**src/rtl/serial_bus_pkg.sv**
```systemverilog
// Shared types and default widths for the serial slave receive engine.
package serial_bus_pkg;

  localparam int ADDR_W_DEF  = 12;
  localparam int DATA_W_DEF  = 8;
  localparam int BURST_W_DEF = 12;

  typedef enum logic [2:0] {
    IDLE,
    ADDR,
    BURST,
    WDATA,
    RDREQ,
    DONE
  } rx_state_e;

endpackage

```
**src/rtl/sbus_shift_in.sv**
```systemverilog
// MSB-first serial-to-parallel shifter with an internal bit count.
// 'full' flags the shift that completes a W-bit word; 'word' shows that word in the same cycle.
module sbus_shift_in #(
  parameter int W = 8
) (
  input  logic         clk,
  input  logic         rstn,
  input  logic         clear,
  input  logic         shift_en,
  input  logic         bit_in,
  output logic [W-1:0] word,
  output logic         full
);

  localparam int CW = (W > 1) ? $clog2(W) : 1;

  logic [W-1:0]  value_q, value_d, value_nxt;
  logic [CW-1:0] count_q, count_d;

  if (W == 1) begin : g_one
    assign value_nxt = bit_in;
  end else begin : g_multi
    assign value_nxt = {value_q[W-2:0], bit_in};
  end

  assign full = shift_en && (count_q == CW'(W - 1));
  assign word = shift_en ? value_nxt : value_q;

  // The count wraps to zero on the completing shift so back-to-back words need no restart.
  always_comb begin
    value_d = value_q;
    count_d = count_q;
    if (clear) begin
      value_d = '0;
      count_d = '0;
    end else if (shift_en) begin
      value_d = value_nxt;
      count_d = full ? '0 : count_q + CW'(1);
    end
  end

  always_ff @(posedge clk or negedge rstn) begin
    if (!rstn) begin
      value_q <= '0;
      count_q <= '0;
    end else begin
      value_q <= value_d;
      count_q <= count_d;
    end
  end

endmodule

```
**src/rtl/slave_rx_engine.sv**
```systemverilog
// Serial slave receive engine: shifts in address, burst length and write data,
// then issues write beats or read requests with an incrementing, wrapping address.
module slave_rx_engine
  import serial_bus_pkg::*;
#(
  parameter int ADDR_W  = ADDR_W_DEF,
  parameter int DATA_W  = DATA_W_DEF,
  parameter int BURST_W = BURST_W_DEF
) (
  input  logic               clk,
  input  logic               rstn,
  input  logic               m_valid,
  input  logic               write_enable,
  input  logic               read_enable,
  input  logic               rx_address,
  input  logic               rx_data,
  output logic               s_ready,
  output logic               wr_valid,
  input  logic               wr_ready,
  output logic               rd_valid,
  input  logic               rd_ready,
  output logic [ADDR_W-1:0]  addr_out,
  output logic [DATA_W-1:0]  data_out,
  output logic [BURST_W-1:0] burst_counter,
  output logic               rx_done,
  output logic [1:0]         err
);

  rx_state_e state_q, state_d;

  logic               write_mode_q, write_mode_d;
  logic [ADDR_W-1:0]  addr_out_q, addr_out_d;
  logic [ADDR_W-1:0]  next_addr_q, next_addr_d;
  logic [DATA_W-1:0]  data_out_q, data_out_d;
  logic               wr_valid_q, wr_valid_d;
  logic [BURST_W-1:0] burst_q, burst_d;
  logic [1:0]         err_q, err_d;

  logic               start_ok;
  logic               addr_shift, burst_shift, data_shift, shift_clear;
  logic [ADDR_W-1:0]  addr_word;
  logic [BURST_W-1:0] burst_word;
  logic [DATA_W-1:0]  data_word;
  logic               addr_full, burst_full, data_full;

  assign start_ok    = (state_q == IDLE) && m_valid && (write_enable != read_enable);
  assign addr_shift  = start_ok || ((state_q == ADDR) && m_valid);
  assign burst_shift = (state_q == BURST) && m_valid;
  assign data_shift  = (state_q == WDATA) && m_valid;
  assign shift_clear = (state_q != IDLE) && (state_d == IDLE);

  sbus_shift_in #(.W(ADDR_W)) u_addr_shift (
    .clk      (clk),
    .rstn     (rstn),
    .clear    (shift_clear),
    .shift_en (addr_shift),
    .bit_in   (rx_address),
    .word     (addr_word),
    .full     (addr_full)
  );

  sbus_shift_in #(.W(BURST_W)) u_burst_shift (
    .clk      (clk),
    .rstn     (rstn),
    .clear    (shift_clear),
    .shift_en (burst_shift),
    .bit_in   (rx_address),
    .word     (burst_word),
    .full     (burst_full)
  );

  sbus_shift_in #(.W(DATA_W)) u_data_shift (
    .clk      (clk),
    .rstn     (rstn),
    .clear    (shift_clear),
    .shift_en (data_shift),
    .bit_in   (rx_data),
    .word     (data_word),
    .full     (data_full)
  );

  // A pending write beat survives an abort and is only retired by wr_ready.
  always_comb begin
    state_d      = state_q;
    write_mode_d = write_mode_q;
    addr_out_d   = addr_out_q;
    next_addr_d  = next_addr_q;
    data_out_d   = data_out_q;
    wr_valid_d   = wr_valid_q;
    burst_d      = burst_q;
    err_d        = err_q;

    if (wr_valid_q && wr_ready) begin
      wr_valid_d = 1'b0;
    end

    unique case (state_q)
      IDLE: begin
        if (start_ok) begin
          write_mode_d = write_enable;
          state_d      = ADDR;
        end else if (m_valid) begin
          err_d[1] = 1'b1;
        end
      end
      ADDR: begin
        if (!m_valid) begin
          state_d  = IDLE;
          err_d[1] = 1'b1;
        end else if (addr_full) begin
          state_d = BURST;
        end
      end
      BURST: begin
        if (!m_valid) begin
          state_d  = IDLE;
          err_d[1] = 1'b1;
        end else if (burst_full) begin
          if (burst_word == '0) begin
            state_d = DONE;
          end else begin
            burst_d     = burst_word;
            next_addr_d = addr_word;
            addr_out_d  = addr_word;
            state_d     = write_mode_q ? WDATA : RDREQ;
          end
        end
      end
      WDATA: begin
        if (!m_valid) begin
          state_d  = IDLE;
          err_d[1] = 1'b1;
        end else if (data_full) begin
          data_out_d  = data_word;
          wr_valid_d  = 1'b1;
          addr_out_d  = next_addr_q;
          next_addr_d = next_addr_q + ADDR_W'(1);
          if (wr_valid_q && !wr_ready) begin
            err_d[0] = 1'b1;
          end
          if (burst_q != '0) begin
            burst_d = burst_q - BURST_W'(1);
          end
          if (burst_q <= BURST_W'(1)) begin
            state_d = DONE;
          end
        end
      end
      RDREQ: begin
        if (!m_valid) begin
          state_d  = IDLE;
          err_d[1] = 1'b1;
        end else if (rd_ready) begin
          addr_out_d = addr_out_q + ADDR_W'(1);
          if (burst_q != '0) begin
            burst_d = burst_q - BURST_W'(1);
          end
          if (burst_q <= BURST_W'(1)) begin
            state_d = DONE;
          end
        end
      end
      DONE: begin
        state_d = IDLE;
      end
      default: begin
        state_d = IDLE;
      end
    endcase
  end

  always_ff @(posedge clk or negedge rstn) begin
    if (!rstn) begin
      state_q      <= IDLE;
      write_mode_q <= 1'b0;
      addr_out_q   <= '0;
      next_addr_q  <= '0;
      data_out_q   <= '0;
      wr_valid_q   <= 1'b0;
      burst_q      <= '0;
      err_q        <= '0;
    end else begin
      state_q      <= state_d;
      write_mode_q <= write_mode_d;
      addr_out_q   <= addr_out_d;
      next_addr_q  <= next_addr_d;
      data_out_q   <= data_out_d;
      wr_valid_q   <= wr_valid_d;
      burst_q      <= burst_d;
      err_q        <= err_d;
    end
  end

  assign s_ready       = (state_q == IDLE);
  assign rd_valid      = (state_q == RDREQ);
  assign rx_done       = (state_q == DONE);
  assign wr_valid      = wr_valid_q;
  assign addr_out      = addr_out_q;
  assign data_out      = data_out_q;
  assign burst_counter = burst_q;
  assign err           = err_q;

endmodule

```
**config.mk**
```make
export PLATFORM = sky130hd
export DESIGN_NAME = slave_rx_engine
export DESIGN_NICKNAME = d
export VERILOG_FILES = /design/src/rtl/serial_bus_pkg.sv /design/src/rtl/sbus_shift_in.sv /design/src/rtl/slave_rx_engine.sv
export SDC_FILE = /design/constraint.sdc
export NUM_CORES = 1
export LEC_CHECK = 0
export CAP_MARGIN = 20
export CORE_ASPECT_RATIO = 0.9
export CORE_MARGIN = 10
export CORE_UTILIZATION = 60
export CTS_BUF_LIST = sky130_fd_sc_hd__clkbuf_8
export CTS_CLUSTER_DIAMETER = 120
export DETAILED_ROUTE_END_ITERATION = 16
export PLACE_DENSITY = 0.83
export SLEW_MARGIN = 40
export SYNTH_ARGS = -nofsm -noshare
export SYNTH_HDL_FRONTEND = slang
export SYNTH_SLANG_ARGS = --single-unit
```
**constraint.sdc**
```tcl
create_clock -name clk -period 2.75 [get_ports clk]
set_clock_uncertainty 0.2 [all_clocks]
set_input_delay 0.6875 -clock clk [delete_from_list [all_inputs] [get_ports clk]]
set_output_delay 0.6875 -clock clk [all_outputs]
set_load 0.05 [all_outputs]
```
* Word level (Yosys, flattened, before mapping)
Cells that the tools add are included.
Storage, ports and cells: bits in registers 94, output and inout port bits 38, input port bits 9, word-level logic and storage cells 128
Operators by class: add/subtract/negate cells 6, eq/ne operators 19, order comparisons 1, muxes and demuxes 56, reduce and logical (&&, ||, !) cells 31
Operators by type and width (count):
- two-way mux 12 bit | 21
- case mux 12 bit (3 select lines) | 2
- two-way mux 3 bit | 15
- adder 12 x 1 -> 12 bit (second input constant) | 2
- two-way mux 4 bit | 6
- case mux 12 bit (2 select lines) | 1
- two-way mux 8 bit | 2
- case mux 3 bit (5 select lines) | 1
- inequality test 2 bit (second input constant) | 7
- less-or-equal comparator 12 x 1 -> 1 bit (second input constant) | 1
- zero test 12 bit | 1
- nonzero test 12 bit | 1
- subtractor 12 x 1 -> 12 bit (second input constant) | 1
- logical AND 1 bit | 11
- nonzero test 2 bit | 5
- == test 3 bit (second input constant) | 3
- adder 4 x 1 -> 4 bit (second input constant) | 2
- == test 4 bit (second input constant) | 2
- AND reduction 4 bit | 2
- AND reduction 8 bit | 1
- two-way mux 1 bit | 7
- == test 3 x 2 -> 1 bit (second input constant) | 2
- zero test 3 bit | 2
- inequality test 2 x 1 -> 1 bit (second input constant) | 3
- other kinds (11) | 12

* Logic depth before layout (Yosys ltp)
Gate-level depths: netlist of the first run.
word-level depth 11, mapped depth 10, depth with buffers taken out 7

* Cells and area by module
Synthesis of the first run repeated with hierarchy kept, for this count alone.
Second synthesis, totals: cells, all modules 555, area, all modules 5450.2 µm²
Modules (own cells, without submodules):
- slave_rx_engine | area each 3303.2 µm², times used 1, seq. area each 1276.2 µm², cells an instance 391
- sbus_shift_in (u_addr_shift ...) | area each 807.0 µm², times used 2, seq. area each 400.4 µm², cells an instance 63
- sbus_shift_in (u_data_shift) | area each 533.0 µm², times used 1, seq. area each 275.3 µm², cells an instance 38

* Least setup slack after synthesis of the first run
OpenSTA, ideal clock, no wires.
kind register to register, from reg burst_q[4], in the netlist burst_counter[4], to reg burst_q[2], in the netlist burst_counter[2], data required time 2.428 ns, clock period less this slack 2.684 ns, data arrival time 2.361 ns, stages on the path, launching flop included 8, setup time 0.122 ns, buffers on the path 2, path slack 0.066 ns, path through dfrtp_1 or4_4 or4_1 buf_2 buf_6 a21oi_1 a211oi_1 o22a_1
On the way: word-level cells in the longest chain between the ends 5, elaborated cells on any way between the ends 7, those cells by class 6 x mux; 1 x reduce/logical
Ends and longest elaborated chain:
- start: declaration | RTL line slave_rx_engine.sv:36 | logic [BURST_W-1:0] burst_q, burst_d;
- start signal: assignment | RTL line slave_rx_engine.sv:189 | burst_q <= burst_d;
- nonzero test 12 bit (*) | RTL line slave_rx_engine.sv:141, slave_rx_engine.sv:155
- two-way mux 12 bit (*)
- two-way mux 12 bit, on equally long branches (2 in a row)
- case mux 12 bit (3 select lines) (*)
Every way passes the cells marked *; elsewhere a longest branch is shown, timed or not. The select of a mux whose other input is x is not followed. A chain may end at the register's enable or synchronous reset.

* Worst setup path after layout of the first run
from reg state_q[1], to out rd_valid
On the way: word-level cells in the longest chain between the ends 1
Ends and longest elaborated chain:
- start: declaration | RTL line slave_rx_engine.sv:29 | rx_state_e state_q, state_d;
- start signal: assignment | RTL line slave_rx_engine.sv:183 | state_q <= state_d;
- == test 3 bit | RTL line slave_rx_engine.sv:195 | assign rd_valid = (state_q == RDREQ);
- end: declaration | RTL line slave_rx_engine.sv:20 | output logic rd_valid,
No other way between the ends.

==> results of run 1 <==
[metrics by stage]
stage / std cells / setup WS [ns] / total power [mW] / hold WS (ns) / cell area (um2)
CTS: 793 / 0.0129 / 2.77 / 0.0905 / 6580
floorplan: 579 / 0.0664 / 1.64 / 0.192 / 5290
global route: 793 / 0.00524 / 2.86 / 0.110 / 6590
finish: 793 / 0.0456 / 2.76 / 0.0757 / 6590
detailed placement: 777 / -0.311 / 1.79 / 0.264 / 6370
global placement: 777 / -0.266 / 1.78 / 0.248 / 6370
[synth_stat cells, drive strengths merged, types with 3 or more instances]
cell type,n
dfrtp,93
nand2,77
nor2,48
a21oi,41
o21ai,28
clkbuf,25
mux2i,23
buf,16
nand3,15
a22oi,13
inv,13
o22a,11
nand4,10
nor3,10
a2bb2oi,9
ha,9
a221oi,8
a22o,8
nor2b,8
a31oi,6
and2,6
mux2,6
nand3b,6
nor4,6
o22ai,6
or3,6
a211oi,5
and4,5
o221ai,5
a21boi,4
a21o,4
a32oi,4
or4,4
a211o,3
nand2b,3
nor3b,3
o2bb2ai,3
xnor2,3
[sequential cells by signal, summed over array words and instances, names as in the netlist, 4 cells and up]
name                   count
next_addr_q               12
u_data_shift.value_q       7
u_burst_shift.count_q      4
addr_out                  12
u_addr_shift.count_q       4
u_burst_shift.value_q     12
data_out                   8
u_addr_shift.value_q      12
burst_counter             12
[worst max-delay path, delay by kind of cell, from the launching register on]
family / cells / cell delay (ns)
buf+inv: 3 / 0.50
flops: 1 / 0.51
simple gates: 1 / 0.43
[final timing paths]
| kind | startpoint | end | slack, ns | depth (start not counted) |
|---|---|---|---|---|
| worst max register to register | burst_counter[7] | u_addr_shift.value_q[4] | 0.08 | 7 |
| worst min register to register | data_out[4] | data_out[4] | 0.28 | 2 |
| max in group asynchronous | rstn | u_addr_shift.value_q[7] | 1.57 | 2 |
| min in group clk | data_out[4] | data_out[4] | 0.28 | 2 |
| worst max-delay path | state_q[1] | rd_valid | 0.05 | 4 |
| worst min-delay path | rstn | u_data_shift.count_q[2] | 0.08 | 1 |
[cell type report]
cell class	instances	area, um2	share of cell area (%)
Clock inverter	7	90.1	1.37
Timing Repair Buffer	120	1120	17.0
Sequential cell	93	2330	35.3
Clock buffer	9	124	1.88
Inverter	13	48.8	0.740
Tap cell	119	149	2.26
Multi-Input combinational cell	432	2730	41.4
[repair_timing]
item / 4_1_cts / 5_1_grt
buffers inserted: 0 / 0
resized for setup: 0 / 5
endpoints found under the setup margin: 0 / 9
[power by group through the flow]
stage          registers, mW  logic (mW)  clock network, mW
3_3_place_gp            1.46       0.314                  0
2_1_floorplan           1.46       0.183                  0
6_report                1.44       0.332              0.988
4_1_cts                 1.44       0.329               1.00
5_1_grt                 1.45       0.362               1.05
3_5_place_dp            1.47       0.326                  0
[cell families (layout without fill, tap and decap cells)]
group | count (synthesis) | after routing | share of synthesized area, %
buffers and inverters | 54 | 149 | 4.50
DFF | 93 | 93 | 44.0
and+or+nand+nor | 221 | 221 | 21.2
adders and majority gates | 9 | 9 | 2.13
muxes | 29 | 29 | 5.63
xor gates and xnor gates | 3 | 3 | 0.497
AOI/OAI and AO/OA | 170 | 170 | 22.1
[layer usage]
layer	vias to the layer above	share of wire, %	track usage [%]
met1	2408	40	29.1
met5	-	0	0
li1	2312	-	-
met4	0	3.1	9.84
met2	292	47	39.1
met3	59	9.9	6.77
[cells in the final DEF, fill, tap and decap left out, types with 10 or more instances in the layout]
master / synthesis / final
a21oi_1: 41 / 41
a22oi_1: 13 / 13
buf_4: 4 / 68
clkdlybuf4s50_1: 0 / 42
dfrtp_1: 93 / 91
inv_1: 13 / 13
mux2i_1: 23 / 23
nand2_1: 77 / 77
nand3_1: 15 / 15
nand4_1: 10 / 10
nor2_1: 48 / 48
nor3_1: 10 / 10
o21ai_0: 25 / 24
o22a_1: 11 / 11
==> out/qor.yml, run 1 <==
synth_edf_count: 0
grt_overflow: 0
hp-class: "primary input to asynchronous set/reset pin"
final_nets: 687
cts_buffer_depth: 2
clock_latency_ns: 0.38
setup-tns-final_ns: 0
async_reset_ff_share_pct: 100
path_max_fanout: 13
pwr-share-comb_pct: 12.0
layout-drive-gt1-share_pct: 16.8
timing.fmax_ghz: 0.370
synth.distinct_cells: 64
vias: 5071
cp.arrival_ns: 1.82
drtIter0Drc: 686
grt_pass1_vias: 5050
cts_root_buf: "clkbuf_8"
seq_power_share_pct: 52.2
crit_path_start_kind: "register"
maxCapViolCount: 0
drc: 0
crit_required_ns: 1.86
hold_viol: 0
peakVddDrop_mv: 0.402
fill_cells: 604
io_buffer_count: 46
synth_area_per_cell_um2: 9.13
intPower_mw: 2.00
switching_share_pct: 27.7
critPathMaxStageDelay_ns: 0.51
tightest_slew_ns: 0.585
initial_utilization_pct: 61.7
wirelength_um: 15300
die_h_um: 109
p_clk_share_pct: 35.8
timing.final.max_slew_violations: 0
path_class: "register to output port"
clk_pin_slew_ns: 0.10
drt-pass1-iter-count: 5
post_drt_wl_per_cell_um: 19.3
htreeDepth: 3
syn-num-nets: 597
ys.flop_type: "dfrtp_1"
powerDensity_nw_per_um2: 419
finalCritPeriodShare_pct: 98.3
antenna_found_initial: 0
rsz0062_at_grt: "false"
setup_viol: 0
synth_area_leader_cell: "dfrtp_1"
final_util_pct: 76.9
synth_seq_area_share_pct: 44.0
core-area_um2: 8570
path_cells: "or3b_1 > inv_1 > buf_6 > buf_12"
hold_buffers: 0
cts_sinks: 93
syn_inst: 579
numCtsBuffers: 9
detail-route-antenna-nets: 0
die_w_um: 119
synth_area_leaders: "dfrtp_1 44%, nand2_1 5.5%, mux2i_1 4.4%, a21oi_1 3.9%, nor2_1 3.4%"
detailed_place_hpwl_um: 11100
outcome: "finished, final reports clean"
pin_count: 47
ys_seq_elements: 93
areaGrowthSynthToFinish_pct: 24.7
grt_max_degree: 43
slew_headroom_pct: 60.9
rows: 32
antenna_cells: 0
end_kind: "output port"
grt_usage_pct: 23.8
grt_pass1_wl_um: 25300
min_period_ns: 2.70
crit_slowest_cell: "dfrtp_2"
cts_tree: "done"
routed_via_density: 6.39
syn_area_um2: 5290
routabilityCongestion: 0.933
die_area_um2: 13000
switching_power_uw: 766
p_leak_nw: 3.09
netlist.area_leader.share_pct: 44.0
ys_warn_count: 0
Note: power is estimated with default switching activity, not from simulation.
==> run 2: changes to the inputs <==
--- a/config.mk
+++ b/config.mk
@@ -12,7 +12,8 @@
 export CTS_BUF_LIST = sky130_fd_sc_hd__clkbuf_8
 export CTS_CLUSTER_DIAMETER = 120
 export DETAILED_ROUTE_END_ITERATION = 16
-export PLACE_DENSITY = 0.83
+export DONT_BUFFER_PORTS = 1
+export PLACE_DENSITY = 0.76
 export SLEW_MARGIN = 40
 export SYNTH_ARGS = -nofsm -noshare
 export SYNTH_HDL_FRONTEND = slang
==> out/qor.yml, run 2 (same netlist as run 1, synthesis figures left out) <==
maxCapViolCount: 0  # unchanged
worstRegToRegCells: 7  # unchanged
detailed_place_hpwl_um: 10100  # -8.5%
design_area_um2: 5900  # -10%
cts_tree: "done"
final_util_pct: 68.9  # -8.1 points
path_max_fanout: 12  # -1
routabilityCongestion: 0.932  # about the same
layout_commonest_cell: "dfrtp_1"
path_class: "register to output port"
drc: 0  # unchanged
switching_share_pct: 26.6  # -1.2 points
placed_cell_area_um2: 5680  # -11%
r2r_slack_ns: 0.08  # about the same
initial_utilization_pct: 61.7  # unchanged
tightest_slew_ns: 0.620  # +0.0356 ns
place_inst: 709  # -8.8%
antenna_cells: 0  # unchanged
pwr-share-comb_pct: 9.3  # -2.7 points
timing.final.max_slew_violations: 0  # unchanged
final_nets: 619  # -9.9%
intPower_mw: 1.97  # -1.2%
timing.rr.end: "u_burst_shift.value_q[0]"
grt_pass1_wl_um: 23500  # -7.3%
die_area_um2: 13000  # unchanged
crit_path_start_kind: "register"
critPathMaxStageDelay_ns: 0.50  # about the same
fin_ws_ns: 0.0664  # +0.0208 ns
grt_max_degree: 94  # +120%
die_w_um: 119  # unchanged
crit_slowest_cell: "dfrtp_2"
numCtsBuffers: 9  # unchanged
outcome: "finished, violations left"
detail-route-antenna-nets: 0  # unchanged
io_buffer_count: 0  # -100%
powerDensity_nw_per_um2: 455  # +8.6%
rows: 32  # unchanged
grt_overflow: 0  # unchanged
timing.fmax_ghz: 0.373  # +0.77%
htreeDepth: 3  # unchanged
switching_power_uw: 713  # -7.0%
cpLargestDelayFamily: "flip-flops"
post_drt_wl_per_cell_um: 19.7  # +2.2%
most-common-layout-cells: "92 x dfrtp_1, 77 x nand2_1, 49 x buf_4"
routed_via_density: 6.59  # +3.0%
cts_sinks: 93  # unchanged
end_kind: "output port"
pin_count: 47  # unchanged
hp-class: "primary input to asynchronous set/reset pin"
cts_buffer_depth: 2  # unchanged
seq_power_share_pct: 53.7  # +1.5 points
setup_viol: 0  # unchanged
crit_top_cell: "buf_4"
layout-drive-gt1-share_pct: 14.4  # -2.4 points
worst-path-buf-inv: 2  # -1
slew_headroom_pct: 58.6  # -2.3 points
areaGrowthSynthToFinish_pct: 11.6
die_h_um: 109  # unchanged
core-area_um2: 8570  # unchanged
finalCritPeriodShare_pct: 97.6  # -0.76 points
grt_usage_pct: 21.9  # -1.9 points
hold_viol: 93  # +93
fin_cells: 725  # -8.6%
cts_root_buf: "clkbuf_8"
peakVddDrop_mv: 0.396  # -1.5%
clock_latency_ns: 0.37  # about the same
min_period_ns: 2.68  # -0.0208 ns
crit_required_ns: 1.86  # about the same
drtIter0Drc: 442  # -36%
p_leak_nw: 2.81  # -9.0%
p_clk_share_pct: 37.0  # +1.2 points
r2r-start: "burst_counter[4]"
grt_pass1_vias: 4575  # -9.4%
wirelength_um: 14300  # -6.5%
vias: 4776  # -5.8%
clk_pin_slew_ns: 0.10  # about the same
antenna_found_initial: 0  # unchanged
cts_setup_buffers: 0  # unchanged
whs_ns: -0.203  # -0.279 ns
drt-pass1-iter-count: 5  # unchanged
dp_slack_ns: 0.0732  # +0.385 ns
cp.arrival_ns: 1.80  # -0.02 ns
path_cells: "buf_4 > or2_2 > nor2_2 > buf_4"
failed_checks: "hold timing"
==> run 2: changes by cell type in the layout (fill, tap and decap cells not counted), sizes merged <==
cell / change
clkdlybuf4s50: -42
clkinvlp: -1
clkbuf: +1
clkinv: -1
inv: +1
buf: -26
==> run 2: worst max path at each step <==
stage | endpoint | cells past startpoint | from
2_1_floorplan | burst_counter[2] | 7 | burst_counter[4]
3_3_place_gp | addr_out[8] | 5 | read_enable
3_5_place_dp | addr_out[8] | 5 | m_valid
4_1_cts | s_ready | 4 | state_q[1]
5_1_grt | s_ready | 4 | state_q[1]
6_report | s_ready | 4 | state_q[1]
==> run 2: through the flow <==
step	total power, mW	hold WS [ns]	setup TNS [ns]
CTS	2.70	-0.215	0
global route	2.78	-0.231	-0.000268
detailed placement	1.71	0.195	0
finish	2.68	-0.203	0
global placement	1.70	0.195	0
floorplan	1.64	0.192	0
==> run 2: repair_timing <==
action / 4_1_cts / 5_1_grt
resized for setup: 1 / 2
endpoints found under the hold margin: 93 / 93
endpoints found under the setup margin: 1 / 2
pin swaps: 0 / 0
==> run 2: cell type report <==
class,count,area [um2]
inverter,13,48.8
timing repair buffer,52,428
sequential,93,2330
multi-input combinational,432,2730
fill,698,2670
clock buffer,10,138
tap,119,149
clock inverter,6,75.1
==> run 2: power by group through the flow <==
stage                     registers, mW  logic, mW  clock network [mW]
after floorplan                    1.46      0.183                   0
after global placement             1.46      0.234                   0
after detailed placement           1.47      0.244                   0
after CTS                          1.44      0.247                1.01
after global routing               1.44      0.273                1.06
final                              1.44      0.249               0.994
==> run 2: layer usage <==
layer / global-route usage, % / vias to the layer above / share of wire, %
li1: - / 2191 / -
met1: 26.8 / 2323 / 41
met2: 37.9 / 223 / 49
met3: 4.44 / 39 / 6.2
met4: 7.67 / 0 / 3.2
met5: 0 / - / 0
==> run 2: worst register-to-register path, cell delays in order, from the launching register on <==
cell and delay [ns]:
dfrtp_1 0.39, or4_4 0.58, nor4_2 0.37, buf_4 0.19, o221a_1 0.21, o2111a_1 0.34, buf_12 0.20, nor2_1 0.07
==> run 3: changes to the inputs <==
--- a/config.mk
+++ b/config.mk
@@ -18,3 +18,4 @@
 export SYNTH_ARGS = -nofsm -noshare
 export SYNTH_HDL_FRONTEND = slang
 export SYNTH_SLANG_ARGS = --single-unit
+export TNS_END_PERCENT = 100
==> results of run 3 <==
The final DEF is identical to that of run 2; final timing and power are the same.
